<file path="config.mk">
export PLATFORM = sky130hd
export DESIGN_NAME = speed_counter_flat
export DESIGN_NICKNAME = d
export VERILOG_FILES = /design/src/rtl/speed_counter_pkg.sv /design/src/rtl/speed_counter_if.sv /design/src/rtl/tick_gen.sv /design/src/rtl/speed_counter.sv /design/src/flat_wrapper.sv
export SDC_FILE = /design/constraint.sdc
export NUM_CORES = 1
export LEC_CHECK = 0
export ABC_AREA = 1
export BUFFER_PORTS_ARGS = -buffer_cell sky130_fd_sc_hd__buf_2
export CORE_ASPECT_RATIO = 1.5
export CORE_MARGIN = 5
export CORE_UTILIZATION = 45
export DETAILED_ROUTE_END_ITERATION = 8
export PLACE_DENSITY = 0.69
export SYNTH_ARGS = -nofsm -noshare
export SYNTH_HDL_FRONTEND = slang
export SYNTH_SLANG_ARGS = --single-unit
</file>
<file path="constraint.sdc">
create_clock -name ClockIn -period 3.1 [get_ports ClockIn]
set_input_delay 0.155 -clock ClockIn [delete_from_list [all_inputs] [get_ports ClockIn]]
set_output_delay 0.155 -clock ClockIn [all_outputs]
set_load 0.05 [all_outputs]
</file>
<file path="src/rtl/speed_counter_pkg.sv">
// rtl/speed_counter_pkg.sv - shared types and rate helpers for speed_counter
package speed_counter_pkg;

    typedef enum logic {
        WRAP     = 1'b0,
        SATURATE = 1'b1
    } mode_e;

    // Period(0) is a single cycle; each further step doubles from the base period.
    function automatic int unsigned period_of(input int unsigned clock_frequency,
                                              input int unsigned k);
        if (k == 0) begin
            return 1;
        end
        return clock_frequency << (k - 1);
    endfunction

endpackage

</file>
<file path="src/rtl/speed_counter_if.sv">
// rtl/speed_counter_if.sv - control/status bundle between speed_counter and its driver
interface speed_counter_if
    import speed_counter_pkg::*;
#(
    parameter int WIDTH   = 4,
    parameter int SPEED_W = 2
) ();

    logic [SPEED_W-1:0] Speed;
    logic               Enable;
    logic               Up;
    mode_e              Mode;
    logic               Load;
    logic [WIDTH-1:0]   LoadValue;
    logic [WIDTH-1:0]   MaxCount;
    logic [WIDTH-1:0]   CounterValue;
    logic               Tick;
    logic               Terminal;

    modport master (
        output Speed, Enable, Up, Mode, Load, LoadValue, MaxCount,
        input  CounterValue, Tick, Terminal
    );

    modport slave (
        input  Speed, Enable, Up, Mode, Load, LoadValue, MaxCount,
        output CounterValue, Tick, Terminal
    );

endinterface

</file>
<file path="src/rtl/tick_gen.sv">
// rtl/tick_gen.sv - programmable-period divider producing the count-step strobe
module tick_gen
    import speed_counter_pkg::*;
#(
    parameter int CLOCK_FREQUENCY = 500,
    parameter int SPEED_W         = 2
) (
    input  logic               ClockIn,
    input  logic               ResetN,
    input  logic [SPEED_W-1:0] Speed,
    input  logic               Enable,
    input  logic               Load,
    output logic               Tick
);

    localparam int NUM_SPEEDS = 2 ** SPEED_W;
    // Sized for the slowest rate so Period-1 is never truncated.
    localparam int DIV_W      = $clog2(CLOCK_FREQUENCY << (NUM_SPEEDS - 2)) + 1;

    logic [DIV_W-1:0] div_count;
    logic [DIV_W-1:0] div_next;
    logic [DIV_W-1:0] reload_value;

    always_comb begin
        reload_value = '0;
        for (int k = 0; k < NUM_SPEEDS; k++) begin
            if (Speed == SPEED_W'(k)) begin
                reload_value = DIV_W'(period_of(CLOCK_FREQUENCY, k) - 1);
            end
        end
    end

    assign Tick = ResetN & Enable & ~Load & (div_count == '0);

    // Speed is only sampled at reload, so a mid-period change never restarts the period.
    always_comb begin
        div_next = div_count;
        if (Load || Tick) begin
            div_next = reload_value;
        end else if (Enable) begin
            div_next = div_count - DIV_W'(1);
        end
    end

    always_ff @(posedge ClockIn or negedge ResetN) begin
        if (!ResetN) begin
            div_count <= '0;
        end else begin
            div_count <= div_next;
        end
    end

endmodule

</file>
<file path="src/rtl/speed_counter.sv">
// rtl/speed_counter.sv - rate-selectable up/down counter with wrap/saturate bounds
module speed_counter
    import speed_counter_pkg::*;
#(
    parameter int CLOCK_FREQUENCY = 500,
    parameter int WIDTH           = 4,
    parameter int SPEED_W         = 2
) (
    input  logic            ClockIn,
    input  logic            ResetN,
    speed_counter_if.slave  bus
);

    logic             tick;
    logic [WIDTH-1:0] count_q;
    logic [WIDTH-1:0] count_next;
    logic             terminal_q;
    logic             terminal_next;

    tick_gen #(
        .CLOCK_FREQUENCY (CLOCK_FREQUENCY),
        .SPEED_W         (SPEED_W)
    ) u_tick_gen (
        .ClockIn (ClockIn),
        .ResetN  (ResetN),
        .Speed   (bus.Speed),
        .Enable  (bus.Enable),
        .Load    (bus.Load),
        .Tick    (tick)
    );

    always_comb begin
        count_next    = count_q;
        terminal_next = 1'b0;
        if (bus.Load) begin
            count_next = (bus.LoadValue > bus.MaxCount) ? bus.MaxCount : bus.LoadValue;
        end else if (tick) begin
            if (bus.Up) begin
                if (count_q < bus.MaxCount) begin
                    count_next = count_q + WIDTH'(1);
                end else begin
                    count_next    = (bus.Mode == SATURATE) ? bus.MaxCount : '0;
                    terminal_next = 1'b1;
                end
            end else begin
                // A count stranded above a lowered bound is pulled back without a boundary event.
                if (count_q > bus.MaxCount) begin
                    count_next = bus.MaxCount;
                end else if (count_q == '0) begin
                    count_next    = (bus.Mode == SATURATE) ? '0 : bus.MaxCount;
                    terminal_next = 1'b1;
                end else begin
                    count_next = count_q - WIDTH'(1);
                end
            end
        end
    end

    always_ff @(posedge ClockIn or negedge ResetN) begin
        if (!ResetN) begin
            count_q    <= '0;
            terminal_q <= 1'b0;
        end else begin
            count_q    <= count_next;
            terminal_q <= terminal_next;
        end
    end

    assign bus.CounterValue = count_q;
    assign bus.Terminal     = terminal_q;
    assign bus.Tick         = tick;

endmodule

</file>
<file path="src/flat_wrapper.sv">
// flat-port wrapper written by rule: the top's interface ports become plain ports
module speed_counter_flat import speed_counter_pkg::*;
#(
    parameter int CLOCK_FREQUENCY = 500,
    parameter int WIDTH           = 4,
    parameter int SPEED_W         = 2
)
  (ClockIn, ResetN, bus_Speed, bus_Enable, bus_Up, bus_Mode, bus_Load, bus_LoadValue, bus_MaxCount, bus_CounterValue, bus_Tick, bus_Terminal);
  speed_counter_if #(.WIDTH(WIDTH), .SPEED_W(SPEED_W)) bus_i ();
  input  logic ClockIn;
  input  logic ResetN;
  input wire logic [$bits(bus_i.Speed)-1:0] bus_Speed;
  input wire logic [$bits(bus_i.Enable)-1:0] bus_Enable;
  input wire logic [$bits(bus_i.Up)-1:0] bus_Up;
  input wire logic [$bits(bus_i.Mode)-1:0] bus_Mode;
  input wire logic [$bits(bus_i.Load)-1:0] bus_Load;
  input wire logic [$bits(bus_i.LoadValue)-1:0] bus_LoadValue;
  input wire logic [$bits(bus_i.MaxCount)-1:0] bus_MaxCount;
  output wire logic [$bits(bus_i.CounterValue)-1:0] bus_CounterValue;
  output wire logic [$bits(bus_i.Tick)-1:0] bus_Tick;
  output wire logic [$bits(bus_i.Terminal)-1:0] bus_Terminal;
  assign bus_i.Speed = bus_Speed;
  assign bus_i.Enable = bus_Enable;
  assign bus_i.Up = bus_Up;
  assign bus_i.Mode = bus_Mode;
  assign bus_i.Load = bus_Load;
  assign bus_i.LoadValue = bus_LoadValue;
  assign bus_i.MaxCount = bus_MaxCount;
  assign bus_CounterValue = bus_i.CounterValue;
  assign bus_Tick = bus_i.Tick;
  assign bus_Terminal = bus_i.Terminal;
  speed_counter #(.CLOCK_FREQUENCY(CLOCK_FREQUENCY), .WIDTH(WIDTH), .SPEED_W(SPEED_W)) u_core (.ClockIn(ClockIn), .ResetN(ResetN), .bus(bus_i));
endmodule
</file>
==> results <==
- The flow ran to the end, and the final reports show no timing, DRC or antenna violations.
- The die covers a little under 5000 µm².
- For the final database, setup skew stands at 0.00331 ns.
- The sequential cell fraction of total power is 35.7%.
- Using the TritonRoute via totals, the vias-per-cell ratio works out to between 5 and 6.
- Max-cap violations in this run came to 0.
- The net count after synthesis is around 280.
- The number of input and output port buffers inserted is 21.
- The max-slew violation count is 0.
- The most area-hungry cell type in the Yosys netlist is sky130_fd_sc_hd__dfrtp_1.
- Setup repair after global routing left no endpoint under its margin.
- The worst vdd rail ir drop is ~0.29 mV.
- The net count of the finished layout is just over 300.
- The nature of the critical path endpoint is a flip-flop.
- The area growth from synthesis to final layout is 11.3%.
- The count of endpoints failing setup in the final report is 0.
- The starting DRC count in detailed routing is between 100 and 150.
- The post-route netlist has 13.5% of its cells at a drive strength greater than 1.
- The remaining global-route overflow is 0.
- In this run the worst hold path is classified as in -> reg.
- The number of inserted diodes is 0.
- The net load switching power is 347 µW.
- After clock tree synthesis, the clock-pin slew on the worst setup and hold paths is 0.07 ns.
- The floorplan die height is approximately 84 µm.
- The region available for standard cell placement spans 3450 µm².
- The worst endpoint data arrival time is 2.26 ns.
- The detailed placer's ending HPWL is 3070 µm.
- The share of power burned in the clock network is 21.3%.
- The via count of the first global-routing pass is 1519.
- The clock network latency to the later pin of the worst-skew pair is ~0.26 ns.
- The internal power contribution is 460 µW.
- For this block, the via count after detailed routing is between 1500 and 2000.
- The final worst-path cycle share is 68.0%.
- The floorplan has 26 rows.
- The routed wire length is 3840 µm.
- In this run, synthesis produced a sequential element count of 17.
- The initial core utilization is 47.4%.
- The commonest non-fill, non-tap cell in the layout is sky130_fd_sc_hd__nand2_1.
- The average instance area after synthesis is ~6.5 µm².
- Sorting the synthesized cells by area gives the leading types as sky130_fd_sc_hd__dfrtp_1 (26%), sky130_fd_sc_hd__nand2_1 (15%), sky130_fd_sc_hd__ha_1 (12%).
- The clock tree from TritonCTS is built.
- For this design the top-level I/O count stands at 22.
- The filler cells instantiated in the layout total 363.
- The number of cells produced by synthesis is 252.
- The final sum of negative setup slack is 0 ns.
- The worst path required time is 3.25 ns.
- The wire length of the first global-routing pass is 6640 µm.
- The worst setup path category is in -> reg.
- In the final routed layout, each cell accounts on average for roughly 12 µm.
- The kind of launch point of the worst setup path is an input port.
- The worst pin sits at a relative slew slack of 71.0%.
- The fraction of post-synthesis cell area in the top cell type by area is 26.0%.
- The standby leakage power is 0.000985 µW.
- Across every metal layer, demand over resource in global routing totals 16.8%.
- The detailed-router iteration count before antenna repair is 4.
- The die is 59.2 µm wide.
- At the pin with the least slew margin, the transition time is approximately 0.43 ns.
- In the layout the commonest cells are sky130_fd_sc_hd__nand2_1 (65), sky130_fd_sc_hd__nor2_1 (36), sky130_fd_sc_hd__inv_1 (33).
- The clock drives 17 sinks.
- The post-CTS setup repair buffer count is 0.
- Entering global routing, the biggest net connects 21 pins.
- The count of instances resized after the clock tree is built is 0.
- The clock tree root buffer cell is sky130_fd_sc_hd__clkbuf_8.
- The initial antenna violation count was 0.
- The H-tree depth reported by CTS is 1.
- The number of hold violations in the final report came to 0.
- The final weighted congestion in routability-driven placement is 0.962.
- The number of warning messages in the yosys log is 0.
- In this run, CTS created clock tree buffers numbering 3.
- In this run the remaining antenna-violating nets after routing total 0.
- The area taken by flip-flops and latches is 425 µm².
- The number of design rule violations left after detail routing is 0.
- Subtracting the final worst setup slack from the clock period gives 2.11 ns.
- Of the synthesized area, sequential elements account for 26.0%.
- The total design power is 806 µW.
- The power per unit of standard cell area is 443 nW/µm².
- The clock tree buffer depth is 2.
- The maximum fanout count along the critical path is 20.
- The upper clock frequency limit is 474 MHz.
- The cell area that synthesis handed to floorplanning was 1640 µm².
- Of the total power, the share spent switching nets is 43.0%.
- The multi-input combinational cells in the finished layout cover a total of 1040 µm².
- The unique cell type count in the Yosys netlist is 30.
- Combinational logic is responsible for a little over two fifths of the overall power.
[sequential cells by signal, indices dropped and copies added, names as in the netlist]
register	count
u_core.u_tick_gen.div_count	12
u_core.bus.Terminal	1
u_core.bus.CounterValue	4
[cells in the mapped netlist, drive strengths merged]
master / instances
o211ai: 3
nor2: 38
nand4: 2
o21ai: 14
nand3b: 1
a211oi: 1
buf: 3
nand3: 20
a21oi: 16
nor4: 1
nor3: 3
a31oi: 1
o31ai: 1
o21a: 1
nand2: 70
ha: 16
o21bai: 2
dfrtp: 17
xnor2: 1
a21boi: 1
inv: 36
xor2: 4
[repair_timing]
action	CTS	global route
hold buffers	1	0
endpoints found under the hold margin	17	0
setup endpoints to repair	0	0
[path summary, 6_finish.rpt]
path | from | end | slack, ns | depth (start not counted)
setup / recovery | ResetN | u_core.u_tick_gen.div_count[7] | 0.99 | 11
hold / removal | bus_Up | u_core.bus.Terminal | 0.19 | 2
setup reg to reg | u_core.u_tick_gen.div_count[0] | u_core.u_tick_gen.div_count[7] | 1.17 | 11
hold reg to reg | u_core.u_tick_gen.div_count[9] | u_core.u_tick_gen.div_count[9] | 0.53 | 2
max in group asynchronous | ResetN | u_core.bus.CounterValue[3] | 2.44 | 2
min in group asynchronous | ResetN | u_core.u_tick_gen.div_count[9] | 0.36 | 2
[layer usage]
metal  global-route usage (%)  wire length [µm]
met5                        0                 0
met4                     6.39                78
met3                     1.86               185
met2                     30.3              2010
met1                     19.3              1560
[critical path, cell delays in order]
cell and delay [ns]:
sky130_fd_sc_hd__dlygate4sd3_1 0.52, sky130_fd_sc_hd__buf_2 0.37, sky130_fd_sc_hd__nand4_1 0.13, sky130_fd_sc_hd__nor2_1 0.13
sky130_fd_sc_hd__nand2_2 0.09, sky130_fd_sc_hd__nand2_2 0.34, sky130_fd_sc_hd__nor2_2 0.10, sky130_fd_sc_hd__inv_2 0.14
sky130_fd_sc_hd__nand2_2 0.10, sky130_fd_sc_hd__a21oi_1 0.13, sky130_fd_sc_hd__nor2_1 0.05
[final cells by class]
type                    count  area share, %
multi-input cells         196           57.4
well taps                  42           2.89
flip-flops and latches     17           23.4
inverters                  36           7.56
clock buffers               4           2.47
repair buffers             22           6.32
[cell families after synthesis]
group / synth area share, %
AO/OA/AOI/OAI: 14.2
XOR/XNOR: 2.68
adder cells (fa/ha/maj): 12.2
flip-flops: 26.0
buffers and inverters: 10.1
AND/OR/NAND/NOR: 34.8
[power groups by stage]
stage | combinational, µW | sequential (µW) | clock, µW
floorplan | 239 | 313 | 0
global placement | 345 | 291 | 0
detailed placement | 344 | 291 | 0
CTS | 347 | 287 | 174
global route | 399 | 293 | 191
finish | 347 | 288 | 172
[through the flow]
stage	hold slack [ns]	utilization, %	cells	setup slack [ns]	instance area (µm²)
CTS	0.187	52.8	317	0.950	1820
detailed placement	0.112	51.2	312	1.16	1770
global route	0.190	52.8	317	0.718	1820
finish	0.186	52.8	317	0.992	1820
floorplan	-0.141	-	252	1.13	1640
global placement	0.109	51.2	312	1.17	1770
(Power assumes the default switching activity.)
